### src/rtl/bit_serial_add.sv
// Bit-serial adder: one full_add cell walked LSB-first over width_p cycles,
// with valid/ready handshakes on both the request and result sides.

// Single-bit full adder cell; purely combinational.
module full_add (
  input  logic a_i,
  input  logic b_i,
  input  logic carry_i,
  output logic sum_o,
  output logic carry_o
);

  // Sum and majority carry of the three input bits.
  always_comb begin
    sum_o   = a_i ^ b_i ^ carry_i;
    carry_o = (a_i & b_i) | (a_i & carry_i) | (b_i & carry_i);
  end

endmodule

module bit_serial_add #(
  parameter int unsigned width_p = 8
) (
  input  logic               clk_i,
  input  logic               reset_i,
  input  logic               valid_i,
  output logic               ready_o,
  input  logic [width_p-1:0] a_i,
  input  logic [width_p-1:0] b_i,
  input  logic               carry_i,
  output logic               valid_o,
  input  logic               ready_i,
  output logic [width_p-1:0] sum_o,
  output logic               carry_o
);

  localparam int unsigned cnt_w = $clog2(width_p + 1);

  typedef enum logic [1:0] {
    IDLE = 2'd0,
    BUSY = 2'd1,
    DONE = 2'd2
  } state_e;

  state_e             state_q, state_d;
  logic [width_p-1:0] a_q, a_d;
  logic [width_p-1:0] b_q, b_d;
  logic [width_p-1:0] sum_q, sum_d;
  logic               carry_q, carry_d;
  logic [cnt_w-1:0]   count_q, count_d;
  logic               ready_q, ready_d;
  logic               valid_q, valid_d;

  logic               fa_sum;
  logic               fa_carry;

  // The one arithmetic cell, fed from the operand LSBs and the running carry.
  full_add u_full_add (
    .a_i     (a_q[0]),
    .b_i     (b_q[0]),
    .carry_i (carry_q),
    .sum_o   (fa_sum),
    .carry_o (fa_carry)
  );

  // Next-state, datapath and handshake-flag decode.
  always_comb begin
    state_d = state_q;
    a_d     = a_q;
    b_d     = b_q;
    sum_d   = sum_q;
    carry_d = carry_q;
    count_d = count_q;

    unique case (state_q)
      IDLE: begin
        // Operands are captured only here; later input changes are ignored.
        if (valid_i && ready_q) begin
          a_d     = a_i;
          b_d     = b_i;
          carry_d = carry_i;
          count_d = '0;
          state_d = BUSY;
        end
      end
      BUSY: begin
        // Sum bits enter at the MSB so the LSB lands at bit 0 after width_p shifts.
        a_d                 = a_q >> 1;
        b_d                 = b_q >> 1;
        sum_d               = sum_q >> 1;
        sum_d[width_p-1]    = fa_sum;
        carry_d             = fa_carry;
        count_d             = count_q + cnt_w'(1);
        if (count_q == cnt_w'(width_p - 1)) begin
          state_d = DONE;
        end
      end
      DONE: begin
        // Result held until the consumer takes it; no new accept on this edge.
        if (valid_q && ready_i) begin
          state_d = IDLE;
        end
      end
      default: begin
        state_d = IDLE;
      end
    endcase

    // Flags are registered copies of the next state, so they are mutually exclusive.
    ready_d = (state_d == IDLE);
    valid_d = (state_d == DONE);
  end

  // State and datapath registers with synchronous reset.
  always_ff @(posedge clk_i) begin
    if (reset_i) begin
      state_q <= IDLE;
      a_q     <= '0;
      b_q     <= '0;
      sum_q   <= '0;
      carry_q <= 1'b0;
      count_q <= '0;
      ready_q <= 1'b1;
      valid_q <= 1'b0;
    end else begin
      state_q <= state_d;
      a_q     <= a_d;
      b_q     <= b_d;
      sum_q   <= sum_d;
      carry_q <= carry_d;
      count_q <= count_d;
      ready_q <= ready_d;
      valid_q <= valid_d;
    end
  end

  // Outputs come straight from registers.
  always_comb begin
    ready_o = ready_q;
    valid_o = valid_q;
    sum_o   = sum_q;
    carry_o = carry_q;
  end

endmodule

### config.mk
export PLATFORM = sky130hd
export DESIGN_NAME = bit_serial_add
export DESIGN_NICKNAME = d
export VERILOG_FILES = /design/src/rtl/bit_serial_add.sv
export SDC_FILE = /design/constraint.sdc
export NUM_CORES = 1
export LEC_CHECK = 0
export CORE_UTILIZATION = 45
export DETAILED_ROUTE_END_ITERATION = 7
export PLACE_DENSITY = 0.78
export REMOVE_ABC_BUFFERS = 1
export SYNTH_ARGS = -nofsm -noshare
export SYNTH_HDL_FRONTEND = slang
export SYNTH_SLANG_ARGS = --single-unit
### constraint.sdc
create_clock -name clk_i -period 1.5 [get_ports clk_i]
set_clock_uncertainty 0.2 [all_clocks]
set_input_delay 0.225 -clock clk_i [delete_from_list [all_inputs] [get_ports clk_i]]
set_output_delay 0.225 -clock clk_i [all_outputs]
set_load 0.01 [all_outputs]
==> results of run 1 <==
-- logic make-up (layout without fill, tap and decap cells) --
group           count (synthesis)  in the layout
simple gates                   84             85
compound gates                 34             34
flops                          33             33
buf+inv                        16             64
fa+ha+maj                       2              2
-- through the flow --
stage	cells	hold slack, ns	setup TNS, ns
after global placement	235	0.244	-3.85
final	262	0.265	-1.62
after detailed placement	235	0.258	-5.44
after CTS	258	0.262	-0.413
after floorplan	153	0.0929	-36.28
after global routing	262	0.291	-2.82
-- state kept, by name, indices dropped and copies added (netlist names) --
signal	count
b_q	8
state_q	2
carry_o	1
ready_o	1
a_q	8
sum_o	8
valid_o	1
count_q	4
-- how the worst max path moves through the flow --
stage	startpoint	endpoint	slack, ns	depth (start not counted)
detailed placement	valid_i	a_q[6]	-0.32	5
floorplan	ready_o	a_q[0]	-1.36	3
finish	state_q[0]	b_q[0]	-0.15	6
global route	state_q[0]	b_q[0]	-0.21	6
global placement	valid_i	a_q[1]	-0.22	5
CTS	state_q[0]	a_q[2]	-0.06	6
-- layout make-up --
cell class / count / area [µm²]
Fill cell: 172 / 701
Timing Repair Buffer: 56 / 684
Sequential cell: 33 / 672
Tap cell: 44 / 55.1
Multi-Input combinational cell: 121 / 967
Clock buffer: 8 / 48.8
-- layer usage --
metal / GRT usage / part of all wire / vias up
li1: - / - / 694
met1: 0.292 / 0.37 / 757
met2: 0.524 / 0.51 / 92
met3: 0.0693 / 0.071 / 27
met4: 0.159 / 0.046 / 0
met5: 0 / 0 / -
-- where the power goes --
part | switching, mW | internal, mW
Clock | 0.284 | 0.187
Sequential | 0.0847 | 0.951
Combinational | 0.361 | 0.402
-- repair_timing --
item | 4_1_cts | 5_1_grt
cloned | 6 | 1
pin swaps | 21 | 13
endpoints found under the setup margin | 28 | 26
buffers inserted | 10 | 3
resized for setup | 55 | 25
-- cells in the mapped netlist (2+ instances only) --
cell / instances / area (µm²)
nor3_2: 7 / 70.1
dfxtp_1: 33 / 661
nand3b_1: 3 / 22.5
nor3_1: 8 / 40.0
a21oi_1: 15 / 75.1
nor2_1: 2 / 7.51
buf_6: 2 / 22.5
clkbuf_1: 3 / 11.3
nand3_1: 6 / 30.0
buf_2: 2 / 10.0
a311oi_2: 7 / 105
buf_4: 7 / 52.6
a311oi_1: 9 / 78.8
nand2_1: 50 / 188
-- critical path, delay by kind of cell (launching register included) --
family	cells	cell delay, ns
simple gates	2	0.25
flops	1	0.39
buf+inv	3	0.43
compound gates	1	0.29
==> impl_metrics.ini, run 1 <==
[timing]
max_freq_mhz = 608
grt_setup_unrepaired = true
worst_slew_pin_slew_ns = 0.327
min_period_over_period = 1.10
fin_crit_ns = 1.65
finalSetupViolCount = 24
drv_slew = 0
worst_slack_ns = -0.145
worst_slew_margin_rel = 0.780
hold_violations = 0

[synthesis]
avgSynthCellArea_um2 = 8.98
synthMuxAreaShare = 0
synth_compound_area_frac = 0.185
ys.flop_type = dfxtp_1
ys_seq_elements = 33
synth-xor-area-share = 0
synth_edf_count = 0
synth-seq-area-share = 0.435
async_flop_share = 0
synthAdderAreaFrac = 0.0214
synth_top_family_by_area = simple AND/OR/NAND/NOR gates
synth_warnings = 0
synth_cell_types = 29
synth-simple-area-share = 0.279
syn-cell-area_um2 = 1520
netlist_instances = 169

[placed_design]
placed_area_um2 = 1880
port_buffers = 31
dp_worst_setup_slack_ns = -0.317
dp_hpwl_um = 2300
routabilityCongestion = 0.695

[job]
drv_cap = 0

[detailed_routing]
first_iter_violations = 109
vias = 1570
drc = 0
antenna_left = 0
wl_per_cell_um = 19.2
first_pass_iters = 4
wirelength_um = 5040
avgViaCountPerCell = 5.99

[worst_setup_path]
timing.rr.start = state_q[0]
slowest_stage = dfxtp_4
worstPathRequired_ns = 1.54
crit_type = reg2reg
worst_r2r_endpoint = b_q[0]
path_cells = buf_6, nor2b_4, buf_4, buf_16, nand2_1, a311oi_1
arrival_ns = 1.69
setup.worst_path.start_class = flop
critPathCaptureType = flop
r2r_cells = 6
r2r_setup_slack_ns = -0.15
max_stage_delay_ns = 0.39
crit_fanout = 18

[power]
p_leak_nw = 0.990
p_per_area_nw_per_um2 = 935
finalPower_mw = 2.27
vdd_drop_max_uv = 528

[cts]
root_buffer = clkbuf_4
cts_htree_levels = 2
clkTransAtPathRegs_ns = 0.09
clkLatencyLatePin_ns = 0.34
tritoncts = yes
hold_buffers = 0
clockBufferDepth = 2
numCtsBuffers = 5
clock-sinks = 33

[die]
boundaryPins = 32
die_w_um = 60.1
start_util = 0.485
coreArea_um2 = 3130
fp-row-count = 20
fp.dieArea_um2 = 3610
die_y_um = 60.1

[grt]
grt_antenna_before_repair = 0
grt_overflow = 0
grt_pass1_wl_um = 7410
grt_pass1_vias = 1581
grt_start_max_net_pins = 33
track_usage = 0.285

[layout]
final_cell_mix = nand2_1, dfxtp_1, clkdlybuf4s50_1
final_util = 0.776
nets = 240
synthToLayoutAreaGrowth_pct = 59.9
drive_above_1_share = 0.394
design_area_um2 = 2430
mostFrequentLayoutCell = nand2_1
antennaDiodeCount = 0

[status]
status = finished with violations
violations = setup timing

[worst_hold_path]
min_path_cells = 2
hold_start = sum_o[0]
worst_hold_path.endpoint = sum_o[0]
hp-class = reg2reg
Note: power is estimated with default switching activity, not from simulation.
==> run 2: changes to the inputs <==
- GPL_TIMING_DRIVEN: unset -> 0
==> run 2 against run 1 <==
  * The flow still finishes with violations (setup timing)
  * Critical path depth did not move
  * Final area decreased by 9.0%
  * Clock power is 79% higher
  * First-iteration DRC count shrank 36%
  * Fmax grew 1.4%
  * Combinational power fell by 23%
  * Worst setup slack improved by 0.022 ns
  * Core utilization fell by 7.0 points
  * Sequential share of layout area up 2.9 points
  * Register-to-register slack better by 0.02 ns
  * Critical endpoint is now a_q[0]
==> impl_metrics.ini, run 2 (same netlist as run 1, synthesis figures left out) <==
[status]
status = finished with violations
violations = setup timing

[die]
die_y_um = 60.1
fp.dieArea_um2 = 3610
die_w_um = 60.1
fp-row-count = 20
coreArea_um2 = 3130
boundaryPins = 32
start_util = 0.485

[grt]
grt_antenna_before_repair = 0
grt_overflow = 0
grt_start_max_net_pins = 34
grt_pass1_vias = 1512
grt_pass1_wl_um = 6750
track_usage = 0.256

[detailed_routing]
first_iter_violations = 70
vias = 1536
wl_per_cell_um = 17.1
first_pass_iters = 4
drc = 0
wirelength_um = 4520
avgViaCountPerCell = 5.82
antenna_left = 0

[placed_design]
placed_area_um2 = 1800
dp_hpwl_um = 2060
dp_worst_setup_slack_ns = -0.934
routabilityCongestion = 0.696
port_buffers = 31

[timing]
worst_slack_ns = -0.123
drv_slew = 0
hold_violations = 0
finalSetupViolCount = 9
worst_slew_margin_rel = 0.493
min_period_over_period = 1.08
max_freq_mhz = 616
fin_crit_ns = 1.62
worst_slew_pin_slew_ns = 0.761
grt_setup_unrepaired = true

[worst_setup_path]
setup.worst_path.start_class = flop
worstPathRequired_ns = 1.55
slowest_stage = dfxtp_4
arrival_ns = 1.67
r2r_cells = 6
crit_fanout = 6
path_cells = nor4bb_4, buf_4, buf_6, buf_4, nor3_1, a311oi_1
crit_type = reg2reg
max_stage_delay_ns = 0.38
cpMostUsedCell = buf_4
critPathCaptureType = flop

[layout]
synthToLayoutAreaGrowth_pct = 45.5
final_cell_mix = nand2_1, dfxtp_1, clkdlybuf4s50_1
nets = 242
drive_above_1_share = 0.309
antennaDiodeCount = 0
design_area_um2 = 2210
final_util = 0.706
mostFrequentLayoutCell = nand2_1

[worst_hold_path]
hp-class = in2reg
min_path_cells = 3

[power]
finalPower_mw = 2.44
p_per_area_nw_per_um2 = 1100
p_leak_nw = 0.849
vdd_drop_max_uv = 664

[cts]
clkTransAtPathRegs_ns = 0.12
clock-sinks = 33
numCtsBuffers = 5
root_buffer = clkbuf_4
cts_htree_levels = 2
tritoncts = yes
clkLatencyLatePin_ns = 0.34
clockBufferDepth = 2

[job]
drv_cap = 0
-- run 2: final cells by class --
class	instances	area, µm²
Fill cell	230	920
Multi-Input combinational cell	126	898
Sequential cell	33	674
Timing Repair Buffer	53	478
Clock inverter	3	65.1
Tap cell	44	55.1
Clock buffer	5	37.5
-- run 2: path summary, 6_finish.rpt --
kind / startpoint / to / slack, ns
setup / recovery: state_q[1] / a_q[0] / -0.12
setup reg to reg: state_q[1] / a_q[0] / -0.12
hold reg to reg: sum_o[7] / sum_o[6] / 0.27
hold / removal: b_i[7] / b_q[7] / 0.24
-- run 2: stage by stage --
| step | setup TNS (ns) | hold slack, ns | instances |
|---|---|---|---|
| floorplan | -36.28 | 0.0929 | 153 |
| global placement | -60.99 | 0.244 | 228 |
| detailed placement | -23.72 | 0.261 | 229 |
| CTS | -0.411 | 0.244 | 255 |
| global route | -1.38 | 0.247 | 264 |
| finish | -0.598 | 0.244 | 264 |
-- run 2: what timing repair did --
| item | CTS | global route |
|---|---|---|
| gates cloned | 6 | 1 |
| hold endpoints to repair | 0 | 0 |
| hold buffers | 0 | 0 |
| pin swaps | 18 | 9 |
| endpoints found under the setup margin | 44 | 33 |
| gates resized for setup | 31 | 16 |
| setup buffers | 13 | 11 |
-- run 2: worst max-delay path, delay by kind of cell, from the launching register on --
family / cells / cell delay (ns)
flip-flops: 1 / 0.38
AND/OR/NAND/NOR: 2 / 0.37
AO/OA/AOI/OAI: 1 / 0.22
buffers and inverters: 3 / 0.38
-- run 2: metal layers --
| metal | vias to the layer above | wire, µm | global-route usage |
|---|---|---|---|
| li1 | 701 | - | - |
| met1 | 744 | 1760 | 0.287 |
| met2 | 72 | 2350 | 0.433 |
| met3 | 19 | 273 | 0.0693 |
| met4 | 0 | 135 | 0.146 |
| met5 | - | 0 | 0 |
-- run 2: report_power, final --
part,internal [mW],switching [mW],leakage [nW]
Combinational,0.284,0.301,0.521
Sequential,0.951,0.0593,0.273
Clock,0.516,0.329,0.0552
==> run 3: changes to the inputs <==
- CORE_UTILIZATION: 45 -> 50
- PLACE_DENSITY: 0.78 -> 0.82
- clock period: 1.5 -> 1.8 ns (I/O delays scaled with it)
==> run 3 against run 2 <==
  * Total power shrank 34%
  * Core utilization shrank 3.1 points
  * First-iteration DRC count shrank 33%
  * Clock power shrank 51%
  * Die area shrank 9.7%
  * Critical endpoint is now a_q[5]
  * Sequential power shrank 16%
  * Critical path type unchanged
  * The run ends with DRC left
  * Final cell count shrank 14%
  * Register-to-register slack gained 0.20 ns
  * Non-clock buffer count shrank 20
  * Largest cell class unchanged
  * Largest power group unchanged
  * Count of clock-buffer cells in the layout grew 2
==> impl_metrics.ini, run 3 (same netlist as run 1, synthesis figures left out) <==
[status]
status = finished with violations
violations = DRC

[placed_design]
routabilityCongestion = 0.713
dp_hpwl_um = 1860
dp_worst_setup_slack_ns = -0.596
port_buffers = 31

[timing]
max_freq_mhz = 582
worst_slew_pin_slew_ns = 1.29
min_period_over_period = 0.955
setup_tns_ns = 0
worst_slack_ns = 0.0803
grt_setup_unrepaired = false
worst_slew_margin_rel = 0.142
drv_slew = 0
finalSetupViolCount = 0
fin_crit_ns = 1.72
hold_violations = 0
hold_ws_ns = 0.265

[worst_setup_path]
critPathLaunch = state_q[0]
worstPathRequired_ns = 1.74
r2r_cells = 3
crit_type = reg2reg
worst_r2r_endpoint = a_q[5]
critPathCaptureType = flop
crit_fanout = 17
r2r_setup_slack_ns = 0.08
setup.worst_path.start_class = flop
arrival_ns = 1.66
timing.rr.start = state_q[0]

[detailed_routing]
antenna_left = 0
first_iter_violations = 47
first_pass_iters = 6
avgViaCountPerCell = 5.79
wl_per_cell_um = 14.0
drc = 7
wirelength_um = 3200
vias = 1319

[grt]
grt_pass1_vias = 1241
track_usage = 0.202
grt_pass1_wl_um = 5170
grt_antenna_before_repair = 0
grt_overflow = 0
grt_start_max_net_pins = 34

[layout]
final_cell_mix = nand2_1, dfxtp_1, clkdlybuf4s50_1
mostFrequentLayoutCell = nand2_1
synthToLayoutAreaGrowth_pct = 24.7
regArea_um2 = 664
multi_input_area_um2 = 807
nFillCells = 231
drive_above_1_share = 0.173
antennaDiodeCount = 0
final_util = 0.675
nets = 220

[worst_hold_path]
worst_hold_path.endpoint = sum_o[0]
min_path_cells = 2
hold_start = sum_o[0]
hp-class = reg2reg

[power]
p_leak_nw = 0.649
finalPower_mw = 1.61
vdd_drop_max_uv = 456
p_per_area_nw_per_um2 = 850

[die]
fp.dieArea_um2 = 3260
die_w_um = 57.1
start_util = 0.541
fp-row-count = 19
boundaryPins = 32
die_y_um = 57.1
coreArea_um2 = 2810

[cts]
clock-sinks = 33
root_buffer = clkbuf_4
clockBufferDepth = 2
hold_buffers = 0
cts_htree_levels = 2
clkTransAtPathRegs_ns = 0.10
numCtsBuffers = 5
clkLatencyLatePin_ns = 0.32
tritoncts = yes

[job]
drv_cap = 0
-- run 3: changes by cell type in the layout (fill, tap and decap cells not counted), sizes merged --
| cell | delta |
|---|---|
| nor2b | -1 |
| buf | -20 |
| clkinv | -1 |
| dlygate4sd2 | -11 |
| nand2 | -1 |
| clkbuf | +1 |
| clkdlybuf4s50 | +12 |
| bufinv | -2 |
-- run 3: timing repair --
item	4_1_cts	5_1_grt
cloned	3	1
hold endpoints to repair	0	0
gates resized for setup	6	1
endpoints found under the setup margin	33	2
setup buffers	1	0
pin swaps	1	0
-- run 3: worst max-delay path by stage --
stage | end | slack, ns | cells after the start
final | a_q[5] | 0.08 | 3
after global routing | a_q[5] | 0.004 | 3
after CTS | carry_o | 0.03 | 1
after detailed placement | a_q[5] | -0.60 | 3
after global placement | a_q[6] | -2.09 | 4
after floorplan | a_q[0] | -1.06 | 3
-- run 3: layout make-up --
class / instances / share of cell area
multi-input combinational: 124 / 0.426
sequential: 33 / 0.351
timing repair buffer: 33 / 0.173
clock buffer: 7 / 0.0291
tap: 31 / 0.0205
-- run 3: per-stage QoR --
step	std cells	cell area (µm²)
6_report	228	1890
5_1_grt	228	1890
4_1_cts	227	1880
3_5_place_dp	216	1780
3_3_place_gp	215	1750
2_1_floorplan	153	1400
-- run 3: power by group --
part	switching, mW	total [mW]	internal (mW)
registers	0.0504	0.844	0.793
clock network	0.226	0.411	0.184
logic	0.186	0.355	0.170
total	0.463	1.61	1.15
-- run 3: metal layers --
metal,up-vias,share of wire,track usage
met3,4,0.064,0.0567
li1,654,-,-
met4,0,0.0066,0.0697
met1,616,0.41,0.217
met5,-,0,0
met2,45,0.52,0.376
-- run 3: critical path: stages (launching register included) --
cell and delay (ns):
dfxtp_2 0.41, nand4bb_1 0.44, nand2_4 0.35, a311oi_1 0.14
